**config.mk**
```make
export PLATFORM = sky130hd
export DESIGN_NAME = xbar_port_arbiter
export DESIGN_NICKNAME = d
export VERILOG_FILES = /design/src/rtl/xbar_port_arbiter.sv
export SDC_FILE = /design/constraint.sdc
export NUM_CORES = 1
export LEC_CHECK = 0
export CAP_MARGIN = 10
export CORE_AREA = 2 2 131 133
export CTS_CLUSTER_DIAMETER = 60
export CTS_CLUSTER_SIZE = 20
export DETAILED_ROUTE_END_ITERATION = 10
export DIE_AREA = 0 0 133 135
export PLACE_DENSITY = 0.59
export SYNTH_ARGS = -nofsm -noshare
export SYNTH_HDL_FRONTEND = slang
export SYNTH_SLANG_ARGS = --single-unit
```
**constraint.sdc**
```tcl
create_clock -name clk_i -period 6.6 [get_ports clk_i]
set_input_delay 1.32 -clock clk_i [delete_from_list [all_inputs] [get_ports clk_i]]
set_output_delay 1.32 -clock clk_i [all_outputs]
set_load 0.1 [all_outputs]
```
**src/rtl/xbar_port_arbiter.sv**
```systemverilog
// Three-requester round-robin arbiter in front of a single peripheral port.
// Optional BUSY watchdog enabled by defining XBAR_ARB_TIMEOUT_EN.
module xbar_port_arbiter #(
    parameter int unsigned AW             = 32,
    parameter int unsigned DW             = 32,
    parameter int unsigned TIMEOUT_CYCLES = 255
) (
    input  logic                 clk_i,
    input  logic                 rst_ni,
    input  logic [2:0]           req_i,
    input  logic [2:0]           we_i,
    input  logic [2:0][AW-1:0]   addr_i,
    input  logic [2:0][DW-1:0]   wdata_i,
    output logic [2:0]           gnt_o,
    output logic [2:0]           err_o,
    output logic [DW-1:0]        rdata_o,
    output logic                 p_req_o,
    output logic                 p_we_o,
    output logic [AW-1:0]        p_addr_o,
    output logic [DW-1:0]        p_wdata_o,
    input  logic                 p_ready_i,
    input  logic [DW-1:0]        p_rdata_i
);

    typedef enum logic {
        IDLE = 1'b0,
        BUSY = 1'b1
    } state_e;

    state_e     state_q, state_d;
    logic [1:0] ptr_q, ptr_d;
    logic [1:0] sel_q, sel_d;

    logic       found;
    logic [1:0] pick;
    logic [1:0] cand;
    logic [1:0] idx;
    logic       timeout;

    logic          p_req_d;
    logic [2:0]    gnt_d;
    logic [2:0]    err_d;
    logic [DW-1:0] rdata_d;

    function automatic logic [1:0] wrap_inc(input logic [1:0] x);
        return (x == 2'd2) ? 2'd0 : x + 2'd1;
    endfunction

    function automatic logic [2:0] onehot(input logic [1:0] x);
        return 3'b001 << x;
    endfunction

    // Scan ptr, ptr+1, ptr+2 (mod 3) for the first pending requester.
    always_comb begin
        found = 1'b0;
        pick  = ptr_q;
        cand  = ptr_q;
        for (int k = 0; k < 3; k++) begin
            if (!found && req_i[cand]) begin
                found = 1'b1;
                pick  = cand;
            end
            cand = wrap_inc(cand);
        end
    end

`ifdef XBAR_ARB_TIMEOUT_EN
    logic [15:0] cnt_q;

    assign timeout = (state_q == BUSY) && !p_ready_i &&
                     (({1'b0, cnt_q} + 17'd1) == 17'(TIMEOUT_CYCLES));

    always_ff @(posedge clk_i or negedge rst_ni) begin
        if (!rst_ni) begin
            cnt_q <= '0;
        end else if (state_q == IDLE) begin
            cnt_q <= '0;
        end else if (!p_ready_i) begin
            cnt_q <= cnt_q + 16'd1;
        end
    end
`else
    assign timeout = 1'b0;
`endif

    always_ff @(posedge clk_i or negedge rst_ni) begin
        if (!rst_ni) begin
            state_q <= IDLE;
            ptr_q   <= 2'd0;
            sel_q   <= 2'd0;
        end else begin
            state_q <= state_d;
            ptr_q   <= ptr_d;
            sel_q   <= sel_d;
        end
    end

    always_comb begin
        state_d = state_q;
        ptr_d   = ptr_q;
        sel_d   = sel_q;
        idx     = pick;
        p_req_d = 1'b0;
        gnt_d   = 3'b000;
        err_d   = 3'b000;
        rdata_d = p_rdata_i;
        unique case (state_q)
            IDLE: begin
                idx = pick;
                if (found) begin
                    p_req_d = 1'b1;
                    if (p_ready_i) begin
                        gnt_d = onehot(pick);
                        ptr_d = wrap_inc(pick);
                    end else begin
                        sel_d   = pick;
                        state_d = BUSY;
                    end
                end
            end
            BUSY: begin
                idx     = sel_q;
                p_req_d = 1'b1;
                if (p_ready_i) begin
                    gnt_d   = onehot(sel_q);
                    ptr_d   = wrap_inc(sel_q);
                    state_d = IDLE;
                end else if (timeout) begin
                    // Abandon the stuck access and report it to the owner.
                    p_req_d = 1'b0;
                    gnt_d   = onehot(sel_q);
                    err_d   = onehot(sel_q);
                    rdata_d = '0;
                    ptr_d   = wrap_inc(sel_q);
                    state_d = IDLE;
                end
            end
            default: begin
                state_d = IDLE;
            end
        endcase
    end

    assign p_we_o    = we_i[idx];
    assign p_addr_o  = addr_i[idx];
    assign p_wdata_o = wdata_i[idx];
    assign rdata_o   = rdata_d;

    // Outputs are held quiet for the whole reset window, not just at the edge.
    assign p_req_o = rst_ni & p_req_d;
    assign gnt_o   = rst_ni ? gnt_d : 3'b000;
`ifdef XBAR_ARB_TIMEOUT_EN
    assign err_o   = rst_ni ? err_d : 3'b000;
`else
    assign err_o   = 3'b000;
`endif

endmodule

```
==> summary.txt <==
Finish
  • Final nets: 706
  • Fraction of layout cells with a size suffix above 1: 0.163
  • Number of fill cells: about 1700
  • P&R area growth vs syn: 130%
  • Number of diodes: 0

Clock tree
  • Clk buf depth: 2
  • Postcts setup bufs: 0
  • CTS Buf Count: 3
  • Clk_lat worst skew: 0.23 ns
  • Clock sink count: 5
  • CTS tree: yes
  • CTS H-Tree Depth: 1
  • Hold buffer count at cts: 0
  • Clk root buf: clkbuf_16
  • PostCTS Resize Cnt: 0
  • Clk slew on worst S/H paths: roughly 0.030 ns

Synthesis
  • Number of synthesized flops with an enable pin: 0
  • Async SR Flop Fraction: 1.00
  • Area share of the largest cell type after synthesis: 0.336
  • Area contributors post-synth: a221o_1, nor2b_1, buf_4, dfrtp_1, buf_6
  • Mapped Area: 1940 um^2
  • Post-synthesis register bit count: 5
  • Cells after Synth: around 250
  • Post-synthesis sequential area ratio: 0.0646
  • Synth Flop Type: dfrtp_1
  • Synth cell types: 29
  • Syn avg cell area: a little under 8 um^2
  • Yosys warns: 0
  • Synth area leader: a221o_1

Worst setup path
  • Worst setup path startpoint: req_i[0]
  • CP Cell Sequence: clkdlybuf4s50_1 > nor2b_2 > o32a_1 > and2_1 > o32ai_4 > buf_4 > a221o_1 > buf_4
  • Crit path required time: 5.28 ns
  • Crit. End Element: output port
  • Max FO, Critical Path: 35
  • Slowest-stage cell, CP: clkdlybuf4s50_1
  • Crit-path max cell delay: 0.52 ns
  • Arr. time, crit path: 3.82 ns
  • R2r startpoint: ptr_q[1]
  • Startpoint Class: input port
  • Most numerous cell on the critical path: buf_4
  • Crit path kind: input port to output port

Detailed routing
  • Routed Antenna Nets: 0
  • Average routed wire per standard cell: approximately 15 um
  • Drt initial violations: 95
  • Via count: a little under 3000
  • Total wire length: a little over 10 mm
  • DRC errors left: 0
  • Initial DRT Pass Iterations: 4
  • DR vias/cell: around 4.2

Min path
  • Hold path startpoint: sel_q[0]
  • Hold Path Class: flop to flop

Placed design
  • GP Congestion: 0.817
  • Port Buf Inserts: between 200 and 300
  • Dpl hpwl: 8.68 mm

Global routing
  • Gr usage total: 0.102
  • GRT Residual Overflow: 0
  • Antenna violations before repair: 0
  • First-pass GRT wire length: roughly 15 mm
  • Largest net degree at the start of global routing: 66
  • Vias in the first global route: around 3000

Floorplan
  • Initial core utilization: 0.118
  • Die area: between 15000 and 20000 um^2
  • Boundary Pins: between 300 and 400
  • Die height: roughly 140 um
  • CORE AREA: roughly 16000 um^2
  • Row Count: between 40 and 50
  • Die W: approximately 130 um

STA
  • Skew final: 0.000768 ns
  • Worst slew margin: 0.347
  • Fin. max-slew vios: 0
  • Minimum clock period: a little over 5 ns
  • Fin crit share: 0.779
  • Count of final hold-check violations: 0
  • Fmax: a little under 0.2 GHz
  • Sum of negative setup slack: 0 ns
  • Slew @ Worst Pin: 0.976 ns
  • Final setup fails: 0
  • Unrepaired setup endpoints after global routing: no

Power and ir drop
  • Pleak: between 1.5 and 2 nW
  • Pwr Density: around 370 nW/um^2
  • Worst VDD drop: 177 uV
  • Design Power: 1.65 mW

Status
  • Status: finished, final reports clean

Run
  • MaxCap Viol Count: 0
[per-layer routing]
layer / track usage / up-vias / wire length [um]
li1: - / 1363 / -
met1: 0.116 / 1331 / 3920
met2: 0.190 / 199 / 5200
met3: 0.0330 / 8 / 1210
met4: 0.0143 / 0 / 63
met5: 0 / - / 0
[sequential cells by signal, indices dropped and copies added (netlist names)]
name     flops
state_q      1
sel_q        2
ptr_q        2
[per-stage QoR]
stage,util,area [um^2],instances,worst slack (ns),hold WS [ns]
final,0.272,4460,692,1.46,0.515
after global routing,0.272,4460,692,1.32,0.549
after CTS,0.272,4460,692,1.43,0.523
after detailed placement,0.267,4390,688,1.44,0.512
after global placement,0.267,4390,688,1.49,0.509
after floorplan,-,1940,253,1.99,0.470
[cells in the final DEF (no fill, tap or decap), types with 2 or more instances in the layout]
| cell type | instances |
|---|---|
| clkdlybuf4s50_1 | 204 |
| buf_4 | 69 |
| a221o_1 | 65 |
| nor2b_1 | 63 |
| nor2_1 | 10 |
| nand2_1 | 9 |
| o21ai_0 | 7 |
| and2b_1 | 7 |
| nand2b_1 | 6 |
| dfrtp_1 | 5 |
| conb_1 | 3 |
| clkbuf_16 | 3 |
| inv_1 | 2 |
| a21oi_1 | 2 |
| o211ai_1 | 2 |
[synth_stat cells (2+ instances only)]
cell and count:
and2b_1 7, nand2_1 9, o21ai_0 7, dfrtp_1 5
a221o_1 65, a21oi_1 3, o211ai_1 2, nand2b_1 6
buf_6 7, buf_4 35, nor2_1 10, clkbuf_1 4
nor2b_1 63, buf_2 12, inv_1 2
[final cells by class]
cell class,count,area (um^2),area share
clock buffers,4,78.8,0.0177
inverters,3,11.3,0.00252
multi-input cells,187,1410,0.317
well taps,220,275,0.0617
repair buffers,273,2560,0.573
flip-flops and latches,5,125,0.0280
[final timing paths]
kind / end / slack, ns / cells after the start
min: sel_q[0] / 0.52 / 2
min reg2reg: sel_q[0] / 0.52 / 2
max: p_wdata_o[26] / 1.46 / 8
min in group asynchronous: sel_q[1] / 1.35 / 1
max in group asynchronous: ptr_q[0] / 5.03 / 1
max reg2reg: ptr_q[1] / 4.84 / 5
[power by group]
part	total [mW]	switching (mW)	internal, mW	leakage, nW
Combinational	1.50	1.12	0.384	1.63
Sequential	0.0475	0.0108	0.0366	0.0628
Clock	0.0986	0.0187	0.0799	0.0382
Total	1.65	1.15	0.501	1.74
[critical path: cells and delay by family]
family	cells	cell delay, ns
buf+inv	3	1.21
compound gates	3	0.84
simple gates	2	0.41
[logic make-up after synthesis]
kind of cell / count (synthesis) / share of synthesized area
buf+inv: 61 / 0.221
other cells: 1 / 0.00194
simple gates: 101 / 0.313
compound gates: 83 / 0.400
flops: 5 / 0.0646
Power figures use the tool's default switching activity.
